<file path="src/rtl/fnd_display_arbiter.sv">
// fnd_display_arbiter: per-digit scan tick generator and frame-aligned source arbiter for the 4-digit FND.
// Optional build macro FND_BLINK_EN: blinks oBlank while a notify word is on display.
module fnd_display_arbiter #(
    parameter int CLK_HZ   = 100_000_000,
    parameter int SCAN_HZ  = 1_000,
    parameter int HOLD_MS  = 2_000,
    parameter int BLINK_HZ = 2
) (
    input  logic        iClk,
    input  logic        iRstn,
    input  logic [13:0] iBaseDigit,
    input  logic        iSwValid,
    input  logic [13:0] iSwDigit,
    input  logic        iNotifyReq,
    input  logic [13:0] iNotifyDigit,
    output logic        oNotifyAck,
    output logic        oScanTick,
    output logic [13:0] oDigit,
    output logic [1:0]  oSrcSel,
    output logic        oBlank
);

    localparam int DIV        = CLK_HZ / SCAN_HZ;
    localparam int PW         = (DIV > 1) ? $clog2(DIV) : 1;
    localparam int HOLD_TICKS = HOLD_MS * SCAN_HZ / 1000;
    localparam int HW         = $clog2(HOLD_TICKS + 1);

    localparam logic [PW-1:0] PRESC_LAST = PW'(DIV - 1);
    localparam logic [HW-1:0] HOLD_LOAD  = HW'(HOLD_TICKS);
    localparam logic [HW-1:0] HOLD_ONE   = HW'(1);

    typedef enum logic [1:0] {
        ST_BASE   = 2'd0,
        ST_SW     = 2'd1,
        ST_NOTIFY = 2'd2
    } state_t;

    function automatic logic [6:0] clamp_field(input logic [6:0] f);
        return (f > 7'd99) ? 7'd99 : f;
    endfunction

    function automatic logic [13:0] clamp_word(input logic [13:0] w);
        return {clamp_field(w[13:7]), clamp_field(w[6:0])};
    endfunction

    state_t          r_state;
    logic [PW-1:0]   r_presc;
    logic [1:0]      r_mirror;
    logic [HW-1:0]   r_hold;
    logic            r_pending;
    logic            r_req_seen;
    logic            r_ack;
    logic [13:0]     r_ntf_digit;
    logic [13:0]     r_digit;

    logic            w_tick;
    logic            w_fb;
    logic            w_accept;
    logic            w_expire;
    logic            w_pend_eff;
    logic            w_enter;
    logic [13:0]     w_ntf_word;
    state_t          w_next;
    logic [13:0]     w_sel_word;
    logic            w_sel_valid;

    assign w_tick     = (r_presc == PRESC_LAST);
    assign w_fb       = w_tick && (r_mirror == 2'd3);
    assign w_accept   = iNotifyReq && !r_req_seen;
    // The last hold tick and a frame boundary can coincide; the boundary must already see it expired.
    assign w_expire   = (r_state == ST_NOTIFY) && w_tick && (r_hold == HOLD_ONE);
    assign w_pend_eff = w_accept || (r_pending && !w_expire);
    assign w_ntf_word = w_accept ? iNotifyDigit : r_ntf_digit;
    assign w_enter    = w_fb && (w_next == ST_NOTIFY) && (r_state != ST_NOTIFY);

    always_comb begin
        w_next = r_state;
        if (w_fb) begin
            if (w_pend_eff)
                w_next = ST_NOTIFY;
            else if (iSwValid)
                w_next = ST_SW;
            else
                w_next = ST_BASE;
        end
    end

    always_comb begin
        w_sel_word  = iBaseDigit;
        w_sel_valid = 1'b1;
        case (w_next)
            ST_SW: begin
                w_sel_word  = iSwDigit;
                w_sel_valid = iSwValid;
            end
            ST_NOTIFY: w_sel_word = w_ntf_word;
            default:   w_sel_word = iBaseDigit;
        endcase
    end

    always_ff @(posedge iClk) begin
        if (!iRstn) begin
            r_state     <= ST_BASE;
            r_presc     <= '0;
            r_mirror    <= 2'd0;
            r_hold      <= '0;
            r_pending   <= 1'b0;
            r_req_seen  <= 1'b0;
            r_ack       <= 1'b0;
            r_ntf_digit <= 14'd0;
            r_digit     <= 14'd0;
        end else begin
            r_presc <= w_tick ? '0 : r_presc + 1'b1;
            if (w_tick)
                r_mirror <= r_mirror + 2'd1;

            r_ack <= w_accept;
            if (w_accept)
                r_req_seen <= 1'b1;
            else if (!iNotifyReq)
                r_req_seen <= 1'b0;
            if (w_accept)
                r_ntf_digit <= iNotifyDigit;
            r_pending <= w_pend_eff;

            if (w_enter || (w_accept && r_state == ST_NOTIFY))
                r_hold <= HOLD_LOAD;
            else if (r_state == ST_NOTIFY && w_tick && r_hold != '0)
                r_hold <= r_hold - 1'b1;

            if (w_fb)
                r_state <= w_next;
            // A dropped stopwatch keeps its last word on screen until the frame ends.
            if (w_tick && w_sel_valid)
                r_digit <= clamp_word(w_sel_word);
        end
    end

`ifdef FND_BLINK_EN
    localparam int BLINK_T = SCAN_HZ / (2 * BLINK_HZ);
    localparam int BW      = (BLINK_T > 1) ? $clog2(BLINK_T) : 1;
    localparam logic [BW-1:0] BLINK_LAST = BW'(BLINK_T - 1);

    logic [BW-1:0] r_blink_cnt;
    logic          r_blank;

    always_ff @(posedge iClk) begin
        if (!iRstn) begin
            r_blink_cnt <= '0;
            r_blank     <= 1'b0;
        end else if (w_fb && (w_next != ST_NOTIFY || r_state != ST_NOTIFY)) begin
            r_blink_cnt <= '0;
            r_blank     <= 1'b0;
        end else if (r_state == ST_NOTIFY && w_tick) begin
            if (r_blink_cnt == BLINK_LAST) begin
                r_blink_cnt <= '0;
                r_blank     <= ~r_blank;
            end else begin
                r_blink_cnt <= r_blink_cnt + 1'b1;
            end
        end
    end

    assign oBlank = r_blank;
`else
    assign oBlank = 1'b0 && (BLINK_HZ > 0);
`endif

    assign oNotifyAck = r_ack;
    assign oScanTick  = w_tick;
    assign oDigit     = r_digit;
    assign oSrcSel    = r_state;

endmodule

</file>
<file path="config.mk">
export PLATFORM = sky130hd
export DESIGN_NAME = fnd_display_arbiter
export DESIGN_NICKNAME = d
export VERILOG_FILES = /design/src/rtl/fnd_display_arbiter.sv
export SDC_FILE = /design/constraint.sdc
export NUM_CORES = 1
export LEC_CHECK = 0
export BUFFER_PORTS_ARGS = -buffer_cell sky130_fd_sc_hd__buf_2
export CAP_MARGIN = 40
export CORE_AREA = 2 2 69 137
export DETAILED_ROUTE_END_ITERATION = 7
export DIE_AREA = 0 0 71 139
export HOLD_SLACK_MARGIN = 0.03
export PLACE_DENSITY_LB_ADDON = 0.12
export SLEW_MARGIN = 15
export SYNTH_ARGS = -nofsm -noshare
export SYNTH_HDL_FRONTEND = slang
export SYNTH_SLANG_ARGS = --single-unit
</file>
<file path="constraint.sdc">
create_clock -name iClk -period 3.35 [get_ports iClk]
set_clock_uncertainty 0.05 [all_clocks]
set_input_delay 0.5025 -clock iClk [delete_from_list [all_inputs] [get_ports iClk]]
set_output_delay 0.5025 -clock iClk [all_outputs]
set_load 0.02 [all_outputs]
</file>
After elaboration in Yosys (flattened, before gate mapping)
Cells that the tools add are included.

word-level totals
  logic and storage cells = 54
  register bits = 63
  input bits = 46
  output and inout port bits = 19

operators by class
  order comparisons = 2
  reductions and logical operators = 18
  add/subtract/negate cells = 3
  bitwise gates (word level) = 1
  mux-type cells = 12
  equal/unequal tests = 8

operators by type and width
  kind                   number
  $pmux 14 s2            1
  $mux 11                2
  $add 17x1->17 const B  1
  $eq 17x17->1 const B   1
  $gt 7x7->1 const B     2
  $mux 14                1
  $mux 7                 2
  $eq 11x1->1 const B    1
  $reduce_bool 11->1     1
  $sub 11x1->11 const B  1
  $logic_and 1x1->1      10
  $eq 2x2->1 const B     3
  $mux 1                 4
  $mux 2                 2
  $reduce_or 2->1        2
  $add 2x1->2 const B    1
  $eq 2x1->1 const B     1
  $logic_not 1->1        2
  $logic_or 1x1->1       2
  $ne 2x1->1 const B     1
  $ne 2x2->1 const B     1
  $reduce_bool 2->1      1
  $not 1->1              1

Longest topological paths before layout
  depth in word-level cells = 13
  depth in mapped cells = 17

Worst setup path before layout
Ideal clock, no wire load.

  kind = flip-flop to flip-flop
  start = register r_presc[0]
  end = register r_digit[0], in the netlist oDigit[0]
  path slack = -0.065 ns
  stages on the path, launching flop included = 18
  arrival time = 3.291 ns
  path buffers = 3
  path through = dfxtp_1 ha_1 and3_1 nand3_1 or3_1 buf_6 nor4_1 a21oi_1 inv_1 ha_1 clkbuf_1 nor2b_1 clkbuf_1 a22oi_1 a22oi_1 nand2_1 a31o_2 a31oi_1

between the ends
  longest elaborated chain between the ends = 12

RTL lines
  item                                      line  text
  start, declared                           47    logic [PW-1:0] r_presc;
  start signal, assigned                    113   r_presc <= w_tick ? '0 : r_presc + 1'b1;
  $eq 17x17->1 *                            67    assign w_tick = (r_presc == PRESC_LAST);
  $logic_and 1x1->1 (2 in a row)            71    assign w_expire = (r_state == ST_NOTIFY) && w_tick && (r_hold == HOLD_ONE);
  $logic_not 1->1                           72    assign w_pend_eff = w_accept || (r_pending && !w_expire);
  $logic_and 1x1->1                         72
  $logic_or 1x1->1                          72
  $mux 2                                    79    if (w_pend_eff)
  $mux 2 *                                  78    if (w_fb) begin
  named net w_next[0]                       63    state_t w_next;
  $eq 2x2->1 or $eq 2x1->1 (tied branches)  91    case (w_next)
  $pmux 14 s2                               91
  $gt 7x7->1                                39    return (f > 7'd99) ? 7'd99 : f;
  $mux 7                                    39
  end signal, assigned                      135   r_digit <= clamp_word(w_sel_word);
  end, declared                             54    logic [13:0] r_digit;

Mark *: on every way through the listed nets, which the timed path passes. The rest lies on a longest branch.
A chain may end at the register's enable or synchronous reset.

Final worst setup path
  start = register r_presc[13]
  end = register r_digit[1], in the netlist oDigit[1]

between the ends
  longest elaborated chain between the ends = 12

RTL lines
  item                                      line
  $eq 17x17->1 *                            67
  $logic_and 1x1->1 (2 in a row)            71
  $logic_not 1->1                           72
  $logic_and 1x1->1                         72
  $logic_or 1x1->1                          72
  $mux 2                                    79
  $mux 2                                    78
  $eq 2x2->1 or $eq 2x1->1 (tied branches)  91
  $pmux 14 s2                               91
  $gt 7x7->1                                39
  $mux 7                                    39

Mark *: on every way between the ends. The rest lies on a longest branch, timed or not.

==> run_results.csv <==
group,metric,value,unit
worst_setup_path,critical_path_class,"reg -> reg",
synthesis,synth.distinct_cells,50,
routing,ant_nets,0,
synthesis,synth-edff-count,0,
clocking,clkLatencyLatePin,0.33,ns
placed_design,dp_hpwl,6.56,mm
final_layout,seq_area,1260,um^2
clocking,clk_pin_slew,0.05,ns
timing,relSlewSlack,0.481,
synthesis,netlist_instances,330,
worst_setup_path,worstSetupEndpointType,"flop",
timing,setup_viol,0,
final_layout,multiInputGateArea,1670,um^2
synthesis,async_flop_share,0,
final_layout,syn_to_final_growth,28.2,%
final_layout,final_cell_mix,"buf_2, dfxtp_1, nor2_1",
synthesis,syn_avg_cell_area,9.11,um^2
routing,drt_wl_total,8.58,mm
power_and_ir_drop,peakVddDrop,0.000324,V
synthesis,synth_nets,383,
synthesis,yosys_register_bits,63,
synthesis,synthMuxAreaShare,0.0566,
final_layout,antenna_cells,0,
global_routing,grt_pass1_vias,2781,
timing,min_period,3.11,ns
worst_setup_path,worst_ep_required_time,3.51,ns
clocking,cts_max_level,3,
floorplanning,pin_count,65,
final_layout,final_nets,460,
placed_design,dpl.cell_count,498,
final_layout,n_fill_cell,896,
synthesis,synth.yosys.seq_area_share,0.419,
routing,dr_wl_met2,5.00,mm
global_routing,antenna_found_initial,0,
run_status,status,"complete, no violations",
floorplanning,die_w,71,um
synthesis,synthAdderAreaFrac,0.0291,
synthesis,synthSimpleGateAreaFrac,0.228,
clocking,cts_buffers,9,
global_routing,grt_pass1_wl,13.8,mm
floorplanning,die_h,139,um
worst_setup_path,start_kind,"flop",
timing,timing.final.crit_share,0.928,
routing,top_layer_used,"met4",
worst_setup_path,cp_max_fo,9,
timing,setup_tns,0,ns
power_and_ir_drop,p_per_area,470,nW/um^2
synthesis,synth_area,3010,um^2
clocking,cts_root_buf,"clkbuf_16",
placed_design,gp_congestion,0.850,
synthesis,synth_xor_area_frac,0.0757,
timing,fmaxAchievable,322,MHz
synthesis,synth_ff_type,"dfxtp_1",
timing,final_max_slew_viol_count,0,
routing,dr.first_iter.drc_count,89,
synthesis,synth_top_family_by_area,"simple AND/OR/NAND/NOR gates",
routing,drt-met1-wl,3.11,mm
clocking,post_cts_resized,0,
timing,finalHoldViolCount,0,
final_layout,final_common_cell,"buf_2",
clocking,cts_tree,"yes",
final_layout,stdcell_count,514,
floorplanning,fp.dieArea,9870,um^2
clocking,cts_sinks,63,
floorplanning,core_area,8890,um^2
worst_setup_path,reg2reg_slack,0.24,ns
clocking,postCtsHoldBufs,0,
worst_setup_path,arrival,3.27,ns
global_routing,grt.overflow.total,0,
job,maxCapViolations,0,
min_path,hold_class,"in -> reg",
clocking,cts_buffer_depth,2,
synthesis,yosysWarnings,0,
routing,route.detailed.drc,0,
global_routing,grt_max_degree,28,
routing,wl_met3,283,um
routing,routed_via_density,5.07,
synthesis,synth_compound_area_frac,0.148,
floorplanning,initial_core_util,0.338,
routing,wire_per_inst,16.7,um
floorplanning,rows,49,
power_and_ir_drop,leakage,1.63,nW
final_layout,drive_gt1_frac,0.277,
placed_design,port_buffers,63,
global_routing,grt_usage,0.180,
clocking,post-cts-setup-buffers,0,
routing,routed-via-count,2605,
timing,tightest_slew,0.772,ns
routing,drtPass1Iterations,4,
## cell families after synthesis
group,after synthesis
DFF,63
xor gates and xnor gates,26
buffers and inverters,26
other,1
muxes,17
and+or+nand+nor,124
AOI/OAI and AO/OA,66
adders and majority gates,7
## layout make-up
cell class,count,area share
multi-input combinational,241,0.433
clock inverter,5,0.0149
sequential,63,0.327
tap,102,0.0331
clock buffer,11,0.0630
timing repair buffer,82,0.119
inverter,10,0.00974
## cells in the mapped netlist, drive strengths merged (2+ instances only)
| cell | n | share of area |
|---|---|---|
| a21oi | 9 | 0.019 |
| nor4 | 7 | 0.020 |
| o21a | 2 | 0.0050 |
| a21boi | 8 | 0.020 |
| nand2 | 15 | 0.019 |
| or3 | 3 | 0.0062 |
| nand3 | 11 | 0.018 |
| dfxtp | 63 | 0.42 |
| nor2b | 25 | 0.052 |
| o2bb2ai | 6 | 0.017 |
| and4 | 2 | 0.0062 |
| o211ai | 2 | 0.0050 |
| inv | 10 | 0.012 |
| o21ai | 20 | 0.033 |
| buf | 9 | 0.020 |
| o211a | 2 | 0.0067 |
| mux2i | 17 | 0.057 |
| a31oi | 5 | 0.010 |
| a22oi | 6 | 0.015 |
| and2 | 5 | 0.010 |
| ha | 7 | 0.029 |
| clkbuf | 7 | 0.0087 |
| xor2 | 14 | 0.041 |
| nor3 | 5 | 0.0083 |
| nor2 | 31 | 0.039 |
| or4 | 2 | 0.0050 |
| and3 | 2 | 0.0042 |
| nand4 | 7 | 0.015 |
| a31o | 2 | 0.0058 |
| xnor2 | 12 | 0.035 |
| a221oi | 2 | 0.0058 |
| nand2b | 2 | 0.0042 |
## power breakdown
group	internal, mW	switching [mW]
Combinational	0.0518	0.0587
Sequential	0.765	0.00574
Clock	0.596	0.334
## final timing paths
check / startpoint / end / cells after the start
setup / recovery: r_presc[13] / oDigit[1] / 11
hold / removal: iNotifyReq / r_req_seen / 2
setup reg to reg: r_presc[13] / oDigit[1] / 11
hold reg to reg: r_presc[0] / r_presc[0] / 1
## sequential cells by signal, indices dropped and copies added, names as in the netlist
register     flops
oDigit          14
oNotifyAck       1
oSrcSel          2
r_hold          11
r_mirror         2
r_ntf_digit     14
r_pending        1
r_presc         17
r_req_seen       1
## worst max-delay path, stage by stage, from the launching register on
cell and delay [ns]:
dfxtp_1 0.34, or4_1 0.52, or3_4 0.39, nor4_2 0.21, a21oi_1 0.11, ha_2 0.42, inv_1 0.08, nand2_2 0.16
nor2_1 0.06, a221oi_1 0.31, a31o_2 0.26, a31oi_1 0.09
## through the flow
stage	total power, mW	area [um^2]	hold slack (ns)	setup WS [ns]	utilization
floorplan	0.846	3010	0.342	0.0537	-
global placement	0.894	3510	0.380	0.229	0.395
detailed placement	0.895	3510	0.383	0.0905	0.395
CTS	1.83	3810	0.365	0.0464	0.428
global route	1.88	3850	0.373	-0.00594	0.434
finish	1.81	3850	0.371	0.241	0.434
## layer usage
layer  vias to the layer above  GRT usage
met3                        11     0.0422
met2                        59      0.351
met1                      1225      0.177
li1                       1310          -
met5                         -          0
met4                         0     0.0645
(Power assumes the default switching activity.)
